$ cat config.mk
export PLATFORM = sky130hd
export DESIGN_NAME = combined_counter_ctrl
export DESIGN_NICKNAME = d
export VERILOG_FILES = /design/src/rtl/combined_counter_ctrl.sv
export SDC_FILE = /design/constraint.sdc
export NUM_CORES = 1
export LEC_CHECK = 0
export ABC_CLOCK_PERIOD_IN_PS = 2400
export CAP_MARGIN = 20
export CORE_ASPECT_RATIO = 1.75
export CORE_UTILIZATION = 49
export CTS_CLUSTER_DIAMETER = 40
export DETAILED_ROUTE_END_ITERATION = 7
export PLACE_DENSITY_LB_ADDON = 0.08
export SYNTH_ARGS = -nofsm -noshare
export SYNTH_HDL_FRONTEND = slang
export SYNTH_SLANG_ARGS = --single-unit
$ cat constraint.sdc
create_clock -name clk -period 2.4 [get_ports clk]
set_input_delay 0.72 -clock clk [delete_from_list [all_inputs] [get_ports clk]]
set_output_delay 0.72 -clock clk [all_outputs]
set_load 0.01 [all_outputs]
$ cat src/rtl/combined_counter_ctrl.sv
// combined_counter_ctrl: command-driven sequencer for a WIDTH-bit Johnson/ring
// shift counter. A command (mode, optional seed, step count) is accepted over a
// valid/ready handshake. The block then shifts the pattern exactly N times. It
// reports wrap-around of the start pattern and completion, and a run can be
// aborted.
//
// Handshake: a command transfers on a rising edge where cmd_valid & cmd_ready
// are both high. cmd_ready is high only in IDLE. Commands are not queued, so
// the host holds cmd_valid until the transfer. Fields are sampled only on that
// edge.
module combined_counter_ctrl #(
  parameter int WIDTH  = 5,
  parameter int STEP_W = 8
) (
  input  logic              clk,
  input  logic              rst,
  input  logic              cmd_valid,
  output logic              cmd_ready,
  input  logic              cmd_mode,
  input  logic              cmd_load,
  input  logic [WIDTH-1:0]  cmd_seed,
  input  logic [STEP_W-1:0] cmd_steps,
  input  logic              abort,
  output logic [WIDTH-1:0]  d,
  output logic              busy,
  output logic [STEP_W-1:0] steps_left,
  output logic              wrap,
  output logic              done,
  output logic              aborted,
  output logic [1:0]        state_dbg
);

  typedef enum logic [1:0] {
    S_IDLE = 2'd0,
    S_RUN  = 2'd1,
    S_DONE = 2'd2
  } state_t;

  state_t              state_q, state_n;
  logic [WIDTH-1:0]    d_q, d_n;
  logic [WIDTH-1:0]    start_q, start_n;
  logic [STEP_W-1:0]   steps_q, steps_n;
  logic                mode_q, mode_n;
  logic                wrap_q, wrap_n;
  logic                aborted_q, aborted_n;
  logic [WIDTH-1:0]    shifted;
  logic                accept;

  // One shift of the pattern: Johnson feeds back the inverted LSB, ring the LSB.
  function automatic logic [WIDTH-1:0] shift_fn(input logic m, input logic [WIDTH-1:0] v);
    if (m) return {v[0], v[WIDTH-1:1]};
    else   return {~v[0], v[WIDTH-1:1]};
  endfunction

  // State register.
  always_ff @(posedge clk or negedge rst) begin
    if (!rst) state_q <= S_IDLE;
    else      state_q <= state_n;
  end

  // Next-state and datapath next values; every target gets a default first.
  always_comb begin
    state_n   = state_q;
    d_n       = d_q;
    start_n   = start_q;
    steps_n   = steps_q;
    mode_n    = mode_q;
    wrap_n    = 1'b0;
    aborted_n = 1'b0;
    shifted   = shift_fn(mode_q, d_q);
    accept    = cmd_valid & (state_q == S_IDLE);
    case (state_q)
      S_IDLE: begin
        if (accept) begin
          mode_n  = cmd_mode;
          steps_n = cmd_steps;
          d_n     = cmd_load ? cmd_seed : d_q;
          start_n = cmd_load ? cmd_seed : d_q;
          state_n = (cmd_steps != '0) ? S_RUN : S_DONE;
        end
      end
      S_RUN: begin
        // Abort takes priority over the shift, including the final one.
        if (abort) begin
          steps_n   = '0;
          aborted_n = 1'b1;
          state_n   = S_DONE;
        end else begin
          d_n     = shifted;
          wrap_n  = (shifted == start_q);
          steps_n = (steps_q != '0) ? steps_q - STEP_W'(1) : '0;
          if (steps_q <= STEP_W'(1)) state_n = S_DONE;
        end
      end
      S_DONE: begin
        // aborted_n defaults to 0, so the flag clears on the way back to IDLE.
        steps_n = '0;
        state_n = S_IDLE;
      end
      default: begin
        steps_n = '0;
        state_n = S_IDLE;
      end
    endcase
  end

  // Datapath registers: pattern, start pattern, step count, mode and status flags.
  always_ff @(posedge clk or negedge rst) begin
    if (!rst) begin
      d_q       <= '0;
      start_q   <= '0;
      steps_q   <= '0;
      mode_q    <= 1'b0;
      wrap_q    <= 1'b0;
      aborted_q <= 1'b0;
    end else begin
      d_q       <= d_n;
      start_q   <= start_n;
      steps_q   <= steps_n;
      mode_q    <= mode_n;
      wrap_q    <= wrap_n;
      aborted_q <= aborted_n;
    end
  end

  assign cmd_ready  = (state_q == S_IDLE);
  assign busy       = (state_q != S_IDLE);
  assign done       = (state_q == S_DONE);
  assign d          = d_q;
  assign steps_left = steps_q;
  assign wrap       = wrap_q;
  assign aborted    = aborted_q;
  assign state_dbg  = state_q;

endmodule
# Word level (Yosys, flattened, before mapping)
# Index checks and enable logic that the tools add are counted.
# op_classes
bitwise_logic,2
n_mux,18
eq_ne,6
add_sub_neg,1
reduce_logical,8
n_lt_le_gt_ge,1
# op_table
operator,count
$mux 8,3
$mux 5,4
$pmux 8 s2,1
$reduce_bool 8->1,2
$pmux 5 s2,1
$le 8x1->1 const B,1
$mux 2,4
$sub 8x1->8 const B,1
$eq 5x5->1,1
$mux 1,4
$pmux 2 s2,1
$reduce_and 2->1,2
$reduce_bool 2->1,2
$ne 3x3->1 const B,1
$reduce_and 3->1,1
$eq 2x1->1 const B,1
$eq 2x2->1 const B,1
$logic_not 2->1,1
$ne 2x1->1 const B,1
$ne 2x2->1 const B,1
$and 1x1->1,1
$not 1->1,1
# word_totals
wordCells,43
out_inout_bits,20
register_bits,23

# Logic depth before layout (Yosys ltp)
# Gate-level depths: netlist of the first run.
# logic_depth
depth_word,5
depth_mapped,6

# Least setup slack after synthesis of the first run
# Ideal clock, no wire load.
# synth_timing
path_type,in2reg
startpoint,in abort
endpoint,"reg steps_q[3], in the netlist steps_left[3]"
slack_ps,568
t_required_ps,2334
stages,5
setup_time_ps,66
arrival_time_ps,1766
path_cell_list,or3b_1 buf_2 a31o_4 nor4_2 a221o_1
# synth_via
elab_chain_cells,2
# synth_lines
element,line_no,rtl
from (decl),23,"input logic abort,"
$mux 8,84,if (abort) begin
$pmux 8 s2,72,case (state_q)
to (signal assigned),119,steps_q <= steps_n;
to (decl),42,"logic [STEP_W-1:0] steps_q, steps_n;"
# Every way passes these cells.
# A chain may end at the register's enable or synchronous reset.

# Worst setup path in the final report of the first run
# layout_timing
startpoint,"reg state_q[0], in the netlist state_dbg[0]"
endpoint,out cmd_ready
# layout_via
elab_chain_cells,1
# layout_lines
element,line_no,rtl
from (decl),39,"state_t state_q, state_n;"
from (signal assigned),58,else state_q <= state_n;
$logic_not 2->1,126,assign cmd_ready = (state_q == S_IDLE);
to (decl),18,"output logic cmd_ready,"
# Every way passes these cells.

==> impl_metrics.json, run 1 <==
{
  "p_seq_frac": 0.331,
  "gp_congestion": 0.836,
  "timing.fmax_mhz": 434,
  "hold_ws_ns": 0.503,
  "pwr-share-comb": 0.564,
  "portBuffers": 38,
  "cts_made_buffers": 3,
  "grt.total_usage": 0.264,
  "drtIter0Drc": 24,
  "setup_tns_ns": 0,
  "tightest_slew_ns": 0.627,
  "dr.pass1.iters": 6,
  "cts.reportedPaths.clkPinSlew_ns": 0.08,
  "grt_pass1_wl_um": 5290,
  "fin_skew_ns": 0.00198,
  "start_util": 0.515,
  "cts_tree": "built",
  "p_sw_frac": 0.408,
  "ys_warn_count": 0,
  "avgSynthCellArea_sq_um": 9.68,
  "pin_count": 39,
  "required_ns": 1.68,
  "antenna_found_initial": 0,
  "maxCapViolCount": 0,
  "dieArea_sq_mm": 0.00280,
  "fin_crit_sh": 0.961,
  "synth_cell_type_count": 39,
  "cts_hold_buf": 0,
  "num_rows": 24,
  "cell_internal_pwr_mw": 1.33,
  "end_kind": "output port",
  "gr-total-overflow": 0,
  "drt-total-wl_um": 3290,
  "first_global_vias": 1265,
  "clock-sinks": 23,
  "area_delta_synth_final_pct": 39.9,
  "status": "complete, but fails checks",
  "postRouteAntennaNets": 0,
  "insertion_delay_ns": 0.26,
  "postCtsSetupRepairBufs": 0,
  "hold_viol_final": 0,
  "worstSetupPathType": "reg -> out",
  "cts_max_level": 1,
  "drive_gt1_frac": 0.0843,
  "clockRootBuffer": "clkbuf_8",
  "n_antenna_cell": 0,
  "peakVddDrop_mv": 0.729,
  "die_w_um": 40.5,
  "ys_ff_latch": 23,
  "holdCritPathClass": "reg -> reg",
  "yosys.area.top_type": "dfrtp_1",
  "slew_violations": 0,
  "path_max_fanout": 3,
  "core_area_sq_mm": 0.00246,
  "cp.arrival_ns": 1.59,
  "holdPathStages": 2,
  "hpwl_um": 2680,
  "num_vias": 1209,
  "pwr-share-clk": 0.105,
  "wl_per_cell_um": 16.1,
  "p_leak_nw": 0.753,
  "violations": "DRC",
  "pwr_density_cell_mw_per_mm2": 1270,
  "grt_setup_unrepaired": "false",
  "drc": 1,
  "synth_area_leaders": "dfrtp_1 (45%), o21ai_0 (5.1%), nand2_1 (4.7%)",
  "rr_worst_depth": 4,
  "syn-cell-area_sq_mm": 0.00127,
  "via_per_inst": 5.93,
  "yosysSeqAreaShare": 0.454,
  "die_y_um": 69.3,
  "layout_min_cycle_time_ns": 2.31,
  "ctsResizeCount": 0,
  "final_nets": 201,
  "dpl.cell_count": 200,
  "report.final.setup_viol": 0,
  "cp-start-kind": "flip-flop",
  "syn_nets": 153,
  "stdcell_count": 204,
  "cts_buffer_depth": 2,
  "p_switching_mw": 0.918,
  "grt_max_degree": 24,
  "synth_top_area_frac": 0.454,
  "maxSlewHeadroom": 0.579,
  "postSynthCellCount": 131
}
==> state kept, by name, summed over array words and instances (netlist names) <==
name,flops
d,5
mode_q,1
state_dbg,2
steps_left,8
start_q,5
aborted,1
wrap,1
==> layout by cell type (no fill, tap or decap), types with 3 or more instances in the layout <==
cell type        synthesis  routed
clkdlybuf4s50_1          0      38
dfrtp_1                 23      23
nand2_1                 16      16
o21ai_0                 13      13
buf_4                    0       8
xnor2_1                  6       6
nor2_1                   6       6
a21oi_1                  6       6
mux2i_1                  5       5
nor3_1                   5       5
o22ai_1                  4       4
a2bb2oi_1                4       4
inv_1                    3       3
a22oi_1                  3       3
ha_1                     3       3
clkbuf_8                 0       3
==> cell type report <==
class / count / area, sq um
clock buffers: 3 / 41.3
clock inverters: 1 / 5.00
fillers: 202 / 687
inverters: 3 / 11.3
multi-input cells: 102 / 669
flip-flops and latches: 23 / 576
well taps: 26 / 32.5
repair buffers: 46 / 440
==> metal layers <==
layer,vias up,global-route usage,part of all wire
met5,-,0,0
met4,0,0.104,0.025
met3,6,0.0321,0.029
met2,33,0.503,0.59
met1,598,0.246,0.36
li1,572,-,-
==> synth_stat cells, drive strengths merged <==
| cell type | number |
|---|---|
| nor2b | 2 |
| o22ai | 4 |
| or2 | 1 |
| nor4 | 3 |
| o31a | 1 |
| dfrtp | 23 |
| nand2b | 2 |
| or4 | 2 |
| nand2 | 16 |
| o21a | 2 |
| o41ai | 1 |
| nand3b | 1 |
| mux2i | 5 |
| a31oi | 1 |
| a31o | 1 |
| or3b | 1 |
| nor3 | 5 |
| or3 | 2 |
| clkbuf | 1 |
| xnor2 | 6 |
| a221o | 1 |
| a2bb2oi | 4 |
| xor2 | 2 |
| o2bb2ai | 1 |
| nand3 | 1 |
| ha | 3 |
| a22oi | 3 |
| and2b | 1 |
| inv | 3 |
| a21oi | 6 |
| nor2 | 6 |
| o2bb2a | 1 |
| o21bai | 1 |
| and2 | 2 |
| buf | 2 |
| a22o | 1 |
| o21ai | 13 |
==> power by group through the flow <==
stage,clock (mW),sequential [mW],combinational (mW)
global route,0.257,0.767,1.39
detailed placement,0,0.751,1.27
global placement,0,0.740,1.25
floorplan,0,0.780,0.651
finish,0.237,0.744,1.27
CTS,0.239,0.744,1.28
==> path summary, 6_finish.rpt <==
check	from	end	slack, ns
max in group asynchronous	rst	d[1]$_DFFE_PN0P_	1.37
worst min-delay path	start_q[2]$_DFFE_PN0P_	start_q[2]$_DFFE_PN0P_	0.50
worst max-delay path	state_dbg[0]$_DFFE_PN0P_	cmd_ready	0.09
worst min register to register	start_q[2]$_DFFE_PN0P_	start_q[2]$_DFFE_PN0P_	0.50
worst max register to register	steps_left[3]$_DFFE_PN0P_	steps_left[3]$_DFFE_PN0P_	0.55
min in group asynchronous	rst	wrap$_DFF_PN0_	0.80
==> critical path, cell delays in order, from the launching register on <==
cell and delay [ns]:
dfrtp_1 0.38, or2_2 0.33, inv_1 0.08, clkdlybuf4s50_1 0.54
==> logic make-up (layout without fill, tap and decap cells) <==
group	after synthesis	count (layout)	synth area share
xor+xnor	8	8	0.0552
simple gates	45	45	0.183
flops	23	23	0.454
mux	5	5	0.0394
buf+inv	6	53	0.0187
fa+ha+maj	3	3	0.0296
compound gates	41	41	0.220
==> through the flow <==
stage	setup slack (ns)	util	total power [mW]	instance area [sq um]
6_report	0.0933	0.721	2.25	1780
5_1_grt	0.0565	0.721	2.42	1780
4_1_cts	0.0930	0.721	2.26	1780
3_5_place_dp	0.0420	0.702	2.02	1730
3_3_place_gp	0.102	0.702	1.99	1730
2_1_floorplan	0.568	-	1.43	1270
Note: power is estimated with default switching activity, not from simulation.
==> run 2, diff against run 1 <==
SKIP_LAST_GASP = 1   (was not set)
==> results of run 2 <==
Final layout, timing and power as in run 1 (identical DEF).
